==> src/rtl/bitstream_pkg.sv <==
// Shared types and constants for the bitstream window.
// Stream states, default geometry and the byte-align helper.
package bitstream_pkg;

    typedef enum logic [2:0] {
        IDLE,
        FILL,
        RUN,
        DRAIN,
        DONE
    } state_e;

    localparam int DEF_IN_W      = 16;
    localparam int DEF_WIN_W     = 16;
    localparam int DEF_MAX_SHIFT = 16;
    localparam int DEF_BUF_W     = 64;
    localparam int DEF_CNT_W     = 32;

    // Bits to the next byte boundary: (8 - bitcnt) mod 8.
    function automatic logic [2:0] align_amount(input logic [2:0] bitcnt);
        return 3'(4'd8 - {1'b0, bitcnt});
    endfunction

endpackage

==> src/rtl/bitstream_window_bitbuf_core.sv <==
// MSB-first bit buffer; valid bits are left-aligned and
// everything below Level is kept at zero.
module bitbuf_core #(
    parameter int IN_W  = 16,
    parameter int WIN_W = 16,
    parameter int BUF_W = 64,
    parameter int LW    = $clog2(BUF_W + 1)
) (
    input  logic             clk,
    input  logic             rst_n,
    input  logic             clr_i,
    input  logic             push_i,
    input  logic [IN_W-1:0]  push_data_i,
    input  logic             pop_i,
    input  logic [LW-1:0]    pop_amt_i,
    output logic [WIN_W-1:0] window_o,
    output logic [LW-1:0]    level_o,
    output logic [LW-1:0]    level_nx_o
);

    logic [BUF_W-1:0] bits_q, bits_d, kept;
    logic [LW-1:0]    level_q, level_d, kept_lv;

    always_comb begin
        kept    = pop_i ? (bits_q << pop_amt_i) : bits_q;
        kept_lv = pop_i ? (level_q - pop_amt_i) : level_q;
        bits_d  = kept;
        level_d = kept_lv;
        // New word lands right after the bits that survive the pop.
        if (push_i) begin
            bits_d  = kept | ({push_data_i, {(BUF_W-IN_W){1'b0}}} >> kept_lv);
            level_d = kept_lv + LW'(IN_W);
        end
        if (clr_i) begin
            bits_d  = '0;
            level_d = '0;
        end
    end

    always_ff @(posedge clk or negedge rst_n) begin
        if (!rst_n) begin
            bits_q  <= '0;
            level_q <= '0;
        end else begin
            bits_q  <= bits_d;
            level_q <= level_d;
        end
    end

    assign window_o   = bits_q[BUF_W-1 -: WIN_W];
    assign level_o    = level_q;
    assign level_nx_o = level_d;

endmodule

==> src/rtl/bitstream_window.sv <==
// Bitstream peek window with variable consume, byte align,
// end-of-stream drain, bit counter and sticky error flag.
module bitstream_window
    import bitstream_pkg::*;
#(
    parameter int IN_W      = DEF_IN_W,
    parameter int WIN_W     = DEF_WIN_W,
    parameter int MAX_SHIFT = DEF_MAX_SHIFT,
    parameter int BUF_W     = DEF_BUF_W,
    parameter int CNT_W     = DEF_CNT_W
) (
    input  logic                           Clk,
    input  logic                           nReset,
    input  logic                           Enable,
    input  logic [IN_W-1:0]                InData,
    input  logic                           InValid,
    input  logic                           InLast,
    output logic                           InReady,
    input  logic                           ShiftEn,
    input  logic [$clog2(MAX_SHIFT+1)-1:0] NumShift,
    input  logic                           AlignEn,
    output logic [WIN_W-1:0]               Window,
    output logic                           WinValid,
    output logic [$clog2(BUF_W+1)-1:0]     Level,
    output logic [CNT_W-1:0]               BitCount,
    output logic                           ShiftErr,
    output logic                           Done
);

    localparam int LW = $clog2(BUF_W + 1);
    localparam int SW = $clog2(MAX_SHIFT + 1);

    state_e           state_q;
    logic [CNT_W-1:0] cnt_q;
    logic             err_q;
    logic [LW-1:0]    level, level_nx, amt;
    logic             win_valid, ready, accept, req, bad, take;

    assign ready = Enable
                && (state_q == FILL || state_q == RUN)
                && (({1'b0, level} + (LW+1)'(IN_W)) <= (LW+1)'(BUF_W));

    assign win_valid = (state_q == RUN && level >= LW'(WIN_W))
                    || (state_q == DRAIN && level != '0);

    assign req    = ShiftEn | AlignEn;
    assign amt    = AlignEn ? LW'(align_amount(cnt_q[2:0])) : LW'(NumShift);
    assign bad    = !win_valid
                 || (ShiftEn && AlignEn)
                 || (ShiftEn && NumShift > SW'(MAX_SHIFT))
                 || (state_q == DRAIN && amt > level);
    assign take   = Enable && req && !bad;
    assign accept = InValid && ready;

    bitbuf_core #(
        .IN_W  (IN_W),
        .WIN_W (WIN_W),
        .BUF_W (BUF_W),
        .LW    (LW)
    ) u_core (
        .clk         (Clk),
        .rst_n       (nReset),
        .clr_i       (!Enable),
        .push_i      (accept),
        .push_data_i (InData),
        .pop_i       (take),
        .pop_amt_i   (amt),
        .window_o    (Window),
        .level_o     (level),
        .level_nx_o  (level_nx)
    );

    always_ff @(posedge Clk or negedge nReset) begin
        if (!nReset) begin
            state_q <= IDLE;
            cnt_q   <= '0;
            err_q   <= 1'b0;
        end else if (!Enable) begin
            state_q <= IDLE;
            cnt_q   <= '0;
            err_q   <= 1'b0;
        end else begin
            if (req && bad) err_q <= 1'b1;
            if (take)       cnt_q <= cnt_q + CNT_W'(amt);
            unique case (state_q)
                IDLE: state_q <= FILL;
                FILL, RUN: begin
                    if (accept && InLast)
                        state_q <= DRAIN;
                    else if (level_nx >= LW'(WIN_W))
                        state_q <= RUN;
                    else
                        state_q <= FILL;
                end
                DRAIN: if (level_nx == '0) state_q <= DONE;
                DONE:  state_q <= DONE;
                default: state_q <= IDLE;
            endcase
        end
    end

    assign InReady  = ready;
    assign WinValid = win_valid;
    assign Level    = level;
    assign BitCount = cnt_q;
    assign ShiftErr = err_q;
    assign Done     = (state_q == DONE);

endmodule

==> config.mk <==
export PLATFORM = sky130hd
export DESIGN_NAME = bitstream_window
export DESIGN_NICKNAME = d
export VERILOG_FILES = /design/src/rtl/bitstream_pkg.sv /design/src/rtl/bitstream_window_bitbuf_core.sv /design/src/rtl/bitstream_window.sv
export SDC_FILE = /design/constraint.sdc
export NUM_CORES = 1
export LEC_CHECK = 0
export ABC_AREA = 1
export CORE_ASPECT_RATIO = 0.6
export CORE_MARGIN = 2
export CORE_UTILIZATION = 35
export DETAILED_ROUTE_END_ITERATION = 8
export SYNTH_ARGS = -nofsm -noshare
export SYNTH_HDL_FRONTEND = slang
export SYNTH_SLANG_ARGS = --single-unit
==> constraint.sdc <==
create_clock -name Clk -period 7.2 [get_ports Clk]
set_input_delay 1.08 -clock Clk [delete_from_list [all_inputs] [get_ports Clk]]
set_output_delay 1.08 -clock Clk [all_outputs]
set_load 0.005 [all_outputs]
==> results.txt, run 1 <==
- The first TritonRoute pass finished after 6 iterations.
- In the synthesized netlist, the cells that appear most often are 460 x sky130_fd_sc_hd__nand2_1, 278 x sky130_fd_sc_hd__o21ai_0, 187 x sky130_fd_sc_hd__nand3_1.
* Clock insertion delay at the later pin of the skew report: 390 ps
- Number of global-route vias before repair: 10,700
- Warnings from Yosys: 0
* Clock net sink count: 107
- The initial utilization of the core area, before any placement, comes to 0.353.
- The endpoint identified for the worst register-to-register timing path is u_core.bits_q[9].
- In this run, the number of DRC markers left after iteration 0 of detailed routing was 1,418.
* Post-layout nets: between 1,500 and 2,000
- Clock tree synthesis inserted a total of 9 buffers.
* Reg-to-reg critical path startpoint: BitCount[0]
- Transition time at the pin with the least slew margin: 968 ps
- Type of the most critical hold path: reg -> reg
* Inserted Diodes: 0
- The die is 227 um wide.
- The detail route stage leaves a number of antenna-violating nets equal to 0.
* Setup repair after global routing missed its margin: false
- Multiplexer share of the synthesized area: 0.0268
- Hold buffer count at CTS: 0
- Outcome: complete, no violations
- Compound-Gate Fraction of Synth Area: 0.248
- Leakage power total: 4.70 nW
- The worst-case IR drop observed on VDD is 0.114 mV.
* Number of enable flip-flop cells after synthesis: 0
- Cell Pwr Density: 138 nW/um^2
* Setup crit start kind: primary input
- Area of the placeable core: around 30,000 um^2
- Capturing element of the worst setup path: u_core.bits_q[9]
- For this block, the routed nets add up to 42,400 um of wire.
- Maximum operating frequency: 189 MHz
* Setup TNS Final: 0 ps
- Setup violations remaining at the end of the flow were counted as 0.
- Top cell type by total area after synthesis: sky130_fd_sc_hd__dfrtp_1
* CP Class: in -> reg
- Detailed placement ended at an HPWL of 31,300 um.
* Arrival time of data at the critical path endpoint: about 5600 ps
- The clock passes through at most 2 buffers.
- Final cycle utilization of the critical path: 0.733
- After synthesis, the cell types taking the most area are sky130_fd_sc_hd__dfrtp_1 26%, sky130_fd_sc_hd__nand2_1 16%, sky130_fd_sc_hd__o21ai_0 13%.
- The area growth from synthesis to layout is 11.4%.
- Total I/O pin count: 87
* FF+latch count, synth: around 110
- Of the post-synthesis cell area, the dominant cell type holds 0.256.
- Post-CTS setup buffers: 0
- Port Buf Inserts: 86
- For this run, asynchronously set or reset flops after synthesis account for 1.00.
- Initial antenna violation count: 0
* Fraction of the yosys area taken by sequential cells: 0.256
- In this run the cell area of the synthesized design comes to 10,500 um^2.
* CTS tree: yes
* Critical path, cell by cell: clkdlybuf4s50_1 -> nand3_1 -> nand2_2 -> buf_4 -> nand2_1 -> nand2_1 -> nand3_2 -> nand2_2 -> nand3_4 -> clkinv_2 -> nand2_1 -> nand2_2 -> nand3_1 -> nor2_1 -> nand2_1 -> nand3_1 -> nand3_1 -> a21oi_1
- The number of hold violations in the final report came to 0.
* Main combinational cell family by area after synthesis: simple AND/OR/NAND/NOR gates
- For this run the aggregate overflow at the end of global routing stands at 0.
- Req. time, crit path: 7500 ps
- After layout, the design draws a total of 0.00161 W.
- Post-synthesis cell type count: 46
* Floorplan row count: 49
- Gate Count Post-Synth: 1,712
- Maximum net fanout on the critical path: 46
- Syn_area_per_cell: 6.12 um^2
* Die H: 138 um
- Entering global routing, the biggest net connects 98 pins.
* Fin. max-slew vios: 0
* Crit path time final: 5280 ps
- Dominant cell by count in the synthesized netlist: sky130_fd_sc_hd__nand2_1
- Share of the synthesized netlist area taken by xor and xnor gates: 0.00418
- Counting every net in the synthesized netlist gives between 1,500 and 2,000.
- The H-tree was split into 3 levels.
- The setup check on the worst reg-to-reg path leaves a slack of approximately 2600 ps.
- Wire length of the first global-routing pass: 65,000 um
- The tree is rooted in a sky130_fd_sc_hd__clkbuf_16.
- Launching instance or port of the critical path: AlignEn
- After detailed routing, the average wire length per cell comes to 20.1 um.
- CTS-repair resized insts: 0
- In the final layout, the share of cells above drive strength 1 is 0.0559.
* Type of destination of the critical path: flip-flop
- Routability-driven placement finished with a final weighted congestion of 0.974.
* Detailed-route vias per instance: between 5 and 6
- Maximum single-stage delay on the critical path: between 700 and 800 ps
* Max-cap viol count: 0
* Cells on worst reg2reg path: 21
* Total via count after detailed routing: 12,100
* Post-Route Skew: 10.5 ps
- Of the total synthesized cell area, the portion taken by AND, OR, NAND and NOR gates is 0.337.
* All-Layer GR Usage: 0.270
* Relative slew slack: 0.354
- Most instantiated flip-flop cell in the synthesis netlist: sky130_fd_sc_hd__dfrtp_1
- Of the total synthesized cell area, the portion taken by full adders, half adders and majority gates is 0.0131.
* Number of remaining DRC errors: 0
- Overall die area: 31,400 um^2
- Slowest cell on the critical path: sky130_fd_sc_hd__clkdlybuf4s50_1
- CTS clk-pin slew, worst paths: about 80 ps
cells in the final DEF, fill, tap and decap left out, drive strengths merged, types with 7 or more instances in the layout:
master	count
a31oi	10
clkbuf	10
inv	147
ha	11
nor2	67
o22ai	7
mux2i	28
buf	20
a21oi	99
o21a	29
nor3	19
o21ai	294
nand3	194
nand4	27
nand2	473
dfrtp	107
or2	13
o211ai	30
clkdlybuf4s50	85
worst min-delay path by stage:
stage	from	endpoint	slack [ps]	depth (start not counted)
finish	BitCount[31]	BitCount[31]	480	1
global route	BitCount[31]	BitCount[31]	500	1
CTS	BitCount[31]	BitCount[31]	490	1
detailed placement	BitCount[31]	BitCount[31]	470	1
global placement	BitCount[31]	BitCount[31]	460	1
floorplan	BitCount[31]	BitCount[31]	460	1
area by class of cell:
type / instances / area (um^2)
inverters: 146 / 552
clock buffers: 10 / 229
well taps: 408 / 510
fillers: 3325 / 18000
repair buffers: 105 / 1000
flip-flops and latches: 107 / 2680
multi-input cells: 1326 / 6620
clock inverters: 6 / 83.8
flip-flops by register name (all words and copies together) (netlist names):
name            flops
state_q             3
u_core.bits_q      64
BitCount           32
u_core.level_o      7
ShiftErr            1
kinds of logic after synthesis:
kind of cell,count (synthesis)
and+or+nand+nor,805
AOI/OAI and AO/OA,477
buffers and inverters,279
DFF,107
muxes,28
adders and majority gates,11
xor gates and xnor gates,5
per-stage QoR:
step           worst slack [ps]  utilization  cell area [um^2]  hold WS (ps)  cells
2_1_floorplan              2490            -             10500           457   1712
6_report                   1920        0.393             11700           477   2108
3_3_place_gp               1600        0.383             11400           461   2092
3_5_place_dp               1630        0.383             11400           474   2092
4_1_cts                    2030        0.393             11700           487   2108
5_1_grt                    1550        0.393             11700           499   2108
layer usage:
| layer | share of wire | vias to the layer above | track usage |
|---|---|---|---|
| li1 | - | 5730 | - |
| met1 | 0.49 | 5684 | 0.440 |
| met2 | 0.37 | 669 | 0.330 |
| met3 | 0.13 | 45 | 0.0908 |
| met4 | 0.011 | 0 | 0.0475 |
| met5 | 0 | - | 0 |
report_power, final:
group,switching [W],internal [W]
Combinational,0.000298,0.000127
Sequential,0.0000157,0.000613
Clock,0.000280,0.000279
worst max-delay path: cells and delay by family:
kind	cells	cell delay [ps]
buffers and inverters	3	1680
AOI/OAI and AO/OA	1	220
and+or+nand+nor	14	2550
Power figures use the tool's default switching activity.
==> run 2, diff against run 1 <==
==> constraint.sdc (replaced) <==
create_clock -name Clk -period 5.1 [get_ports Clk]
set_input_delay 0.765 -clock Clk [delete_from_list [all_inputs] [get_ports Clk]]
set_output_delay 0.765 -clock Clk [all_outputs]
set_load 0.005 [all_outputs]
==> run 2 against run 1 <==
Effect of this change: final cell count grew 0.57%; largest power group unchanged; cell area grew 0.49%; clock-buffer cell count grew 3; highest routed layer is now met5; via count shrank 0.27%; critical path depth grew 1; critical path type unchanged; hold slack lost 66 ps.
==> results.txt, run 2 (synthesis results as in run 1) <==
- Floorplan row count: 49 (unchanged)
* Fill count: 3,256 (was 3,325)
- Area of placed instances: 11,500 um^2 (was 11,400 um^2)
* Post-CTS setup buffers: 0 (unchanged)
- The actual slew at the worst max-slew pin is 912 ps (was 968 ps).
* Post-layout nets: 1,745 (was 1,734)
- The TritonCTS clock tree is yes (unchanged).
- The post-cts hold buffer count was 0 (unchanged).
- Wire length of the first global-routing pass: 63,800 um (was 65,000 um)
* Total power: 0.00220 W (was 0.00161 W)
- Outcome: complete, no violations (unchanged)
* Max-cap viol count: 0 (unchanged)
* Maximum net fanout on the critical path: 22 (was 46)
* Clk root buf: sky130_fd_sc_hd__clkbuf_16 (unchanged)
- The average wire per standard cell was 19.7 um (was 20.1 um).
- Relative slew slack: 0.392 (was 0.354)
- Routability congestion estimate from global placement: 1.00 (was 0.974)
- Flip-flop count of the largest register after layout: 64 (unchanged)
- The sequential power share is 0.402 (was 0.390).
* Switching share of power: 0.364 (was 0.368)
- The type of element capturing the critical path was a flip-flop (unchanged).
* Area of the multi-input gates: 6620 um^2 (unchanged)
- The reg2reg setup slack came to 1180 ps (was 2600 ps).
* Type of the most critical hold path: in -> async (was reg -> reg)
- The largest net degree at the start of global routing is 135 (was 98).
- The area growth from synthesis to layout came to 12.0% (was 11.4%).
* Final instance area: 11,700 um^2 (about the same)
* Most used cells in the layout excluding fill and tap cells: 459 x sky130_fd_sc_hd__nand2_1, 278 x sky130_fd_sc_hd__o21ai_0, 187 x sky130_fd_sc_hd__nand3_1 (unchanged)
* Cell with the most instances on the worst path: sky130_fd_sc_hd__nand2_1
- The share of cells above drive strength 1 came to 0.0608 (was 0.0559).
- Area of the placeable core: 29,700 um^2 (unchanged)
- Clock insertion delay at the later pin of the skew report: 380 ps (was 390 ps)
* Register area: 2680 um^2 (unchanged)
- The via count of the first global-routing pass is 10,700 (about the same).
* Total via count after detailed routing: 12,100 (about the same)
* Horizontal die dimension: 227 um (unchanged)
- Port Buf Inserts: 86 (unchanged)
- Setup TNS Final: 0 ps (unchanged)
* Cell Pwr Density: 188 nW/um^2 (was 138 nW/um^2)
- Residual overflow from global routing: 0 (unchanged)
- The clock-pin slew of the registers on the worst-case setup and hold paths was 80 ps (about the same).
- The data required time of the worst path was 5390 ps (was 7500 ps).
* Detailed-route vias per instance: 5.71 (was 5.75)
* TritonRoute pass-1 iters: 6 (unchanged)
- Slowest cell on the critical path: sky130_fd_sc_hd__clkdlybuf4s50_1 (unchanged)
- The number of sinks on the clock net was 107 (unchanged).
- Total internal power: 0.00140 W (was 0.00102 W)
- Net load switching power: 0.000803 W (was 0.000593 W)
- Register ranked first by flip-flop count: u_core.bits_q (unchanged)
- The category of the most critical setup path was in -> reg (unchanged).
- Maximum ir drop on the vdd rail: 0.134 mV (was 0.114 mV)
- Remaining antenna violation count after routing: 0 (unchanged)
- Fin Hold WS: 410 ps (was 477 ps)
- Critical path, cell by cell: clkdlybuf4s50_1 -> nor2_4 -> inv_2 -> ha_1 -> a21oi_1 -> nand3_1 -> nor3_1 -> nand2_2 -> nand3_4 -> clkinv_2 -> nand2_1 -> nand2_2 -> nand3_2 -> nand2_1 -> nand2_1 -> nand3_1 -> nand2_1 -> nand3_1 -> a21oi_1 (was clkdlybuf4s50_1 -> nand3_1 -> nand2_2 -> buf_4 -> nand2_1 -> nand2_1 -> nand3_2 -> nand2_2 -> nand3_4 -> clkinv_2 -> nand2_1 -> nand2_2 -> nand3_1 -> nor2_1 -> nand2_1 -> nand3_1 -> nand3_1 -> a21oi_1)
- Maximum operating frequency: 227 MHz
* Final cycle utilization of the critical path: 0.864
- The number of hold violations in the final report came to 0 (unchanged).
- Leakage power total: 4.74 nW (was 4.70 nW)
- All-Layer GR Usage: 0.264 (was 0.270)
- The floorplan die height was 138 um (unchanged).
- The clock network fraction of design power is 0.322 (was 0.346).
- The endpoint arrival time on the critical path came to 4690 ps (was 5580 ps).
- The biggest cell delay along the critical path was 630 ps (was 770 ps).
- Post-Route Skew: 14.0 ps (was 10.5 ps)
- The total clock buffers created by CTS is 9 (unchanged).
* Setup crit start kind: primary input (unchanged)
- Number of remaining DRC errors: 0 (unchanged)
* Initial cell density of the core: 0.353 (unchanged)
- Routed WL: 41,800 um (was 42,400 um)
- The max-slew violation count came to 0 (unchanged).
* DP Wirelength: 30,900 um (was 31,300 um)
- Crit path time final: approximately 4400 ps
- The buffer depth of the longest clock path was 2 (unchanged).
- The number of top-level pins was 87 (unchanged).
- Setup repair after global routing missed its margin: false (unchanged).
* CTS-repair resized insts: 0 (unchanged)
* Most common library cell in the layout ignoring fill and taps: sky130_fd_sc_hd__nand2_1 (unchanged)
* H-tree level count: 3 (unchanged)
* Overall die area: 31,400 um^2 (unchanged)
* Part of the power in combinational logic: 0.276 (was 0.264)
* Setup violators final: 0 (unchanged)
* Initial antenna violation count: 0 (unchanged)
- Detailed Route Iter0 Violations: 1,679 (was 1,418)
[run 2: layout make-up]
type	instances	area share
Multi-Input combinational cell	1326	0.564
Sequential cell	107	0.228
Timing Repair Buffer	116	0.0934
Inverter	146	0.0470
Tap cell	408	0.0435
Clock buffer	13	0.0213
Clock inverter	3	0.00192
Antenna cell	1	0.000213
[run 2: critical path: cells and delay by family]
kind,cells,cell delay [ps]
compound gates,2,400
fa+ha+maj,1,340
buf+inv,3,890
simple gates,13,2300
[run 2: power by group through the flow]
stage | sequential, W | clock, W | combinational [W]
final | 0.000887 | 0.000709 | 0.000608
after global routing | 0.000889 | 0.000749 | 0.000664
after CTS | 0.000886 | 0.000721 | 0.000590
after detailed placement | 0.000903 | 0 | 0.000587
after global placement | 0.000903 | 0 | 0.000590
after floorplan | 0.000894 | 0 | 0.000387
[run 2: worst paths after layout]
check / from / to / cells past startpoint
setup / recovery: AlignEn / u_core.bits_q[7] / 19
hold / removal: nReset / BitCount[21] / 1
setup reg to reg: BitCount[0] / u_core.bits_q[7] / 19
hold reg to reg: BitCount[31] / BitCount[31] / 1
max in group asynchronous: nReset / u_core.bits_q[29] / 2
min in group Clk: BitCount[31] / BitCount[31] / 1
[run 2: layer usage]
layer | up-vias | global-route usage | wire length [um] | share of wire
met5 | - | 0.0276 | 117 | 0.0028
met1 | 5656 | 0.438 | 21000 | 0.50
met3 | 31 | 0.0931 | 5300 | 0.13
met4 | 2 | 0.0354 | 364 | 0.0087
met2 | 645 | 0.315 | 15000 | 0.36
li1 | 5761 | - | - | -
[run 2: metrics by stage]
stage | std cells | setup slack [ps] | util
finish | 2120 | 694 | 0.395
global route | 2119 | 378 | 0.395
CTS | 2119 | 752 | 0.395
detailed placement | 2103 | 380 | 0.386
global placement | 2103 | 458 | 0.386
floorplan | 1712 | 706 | -
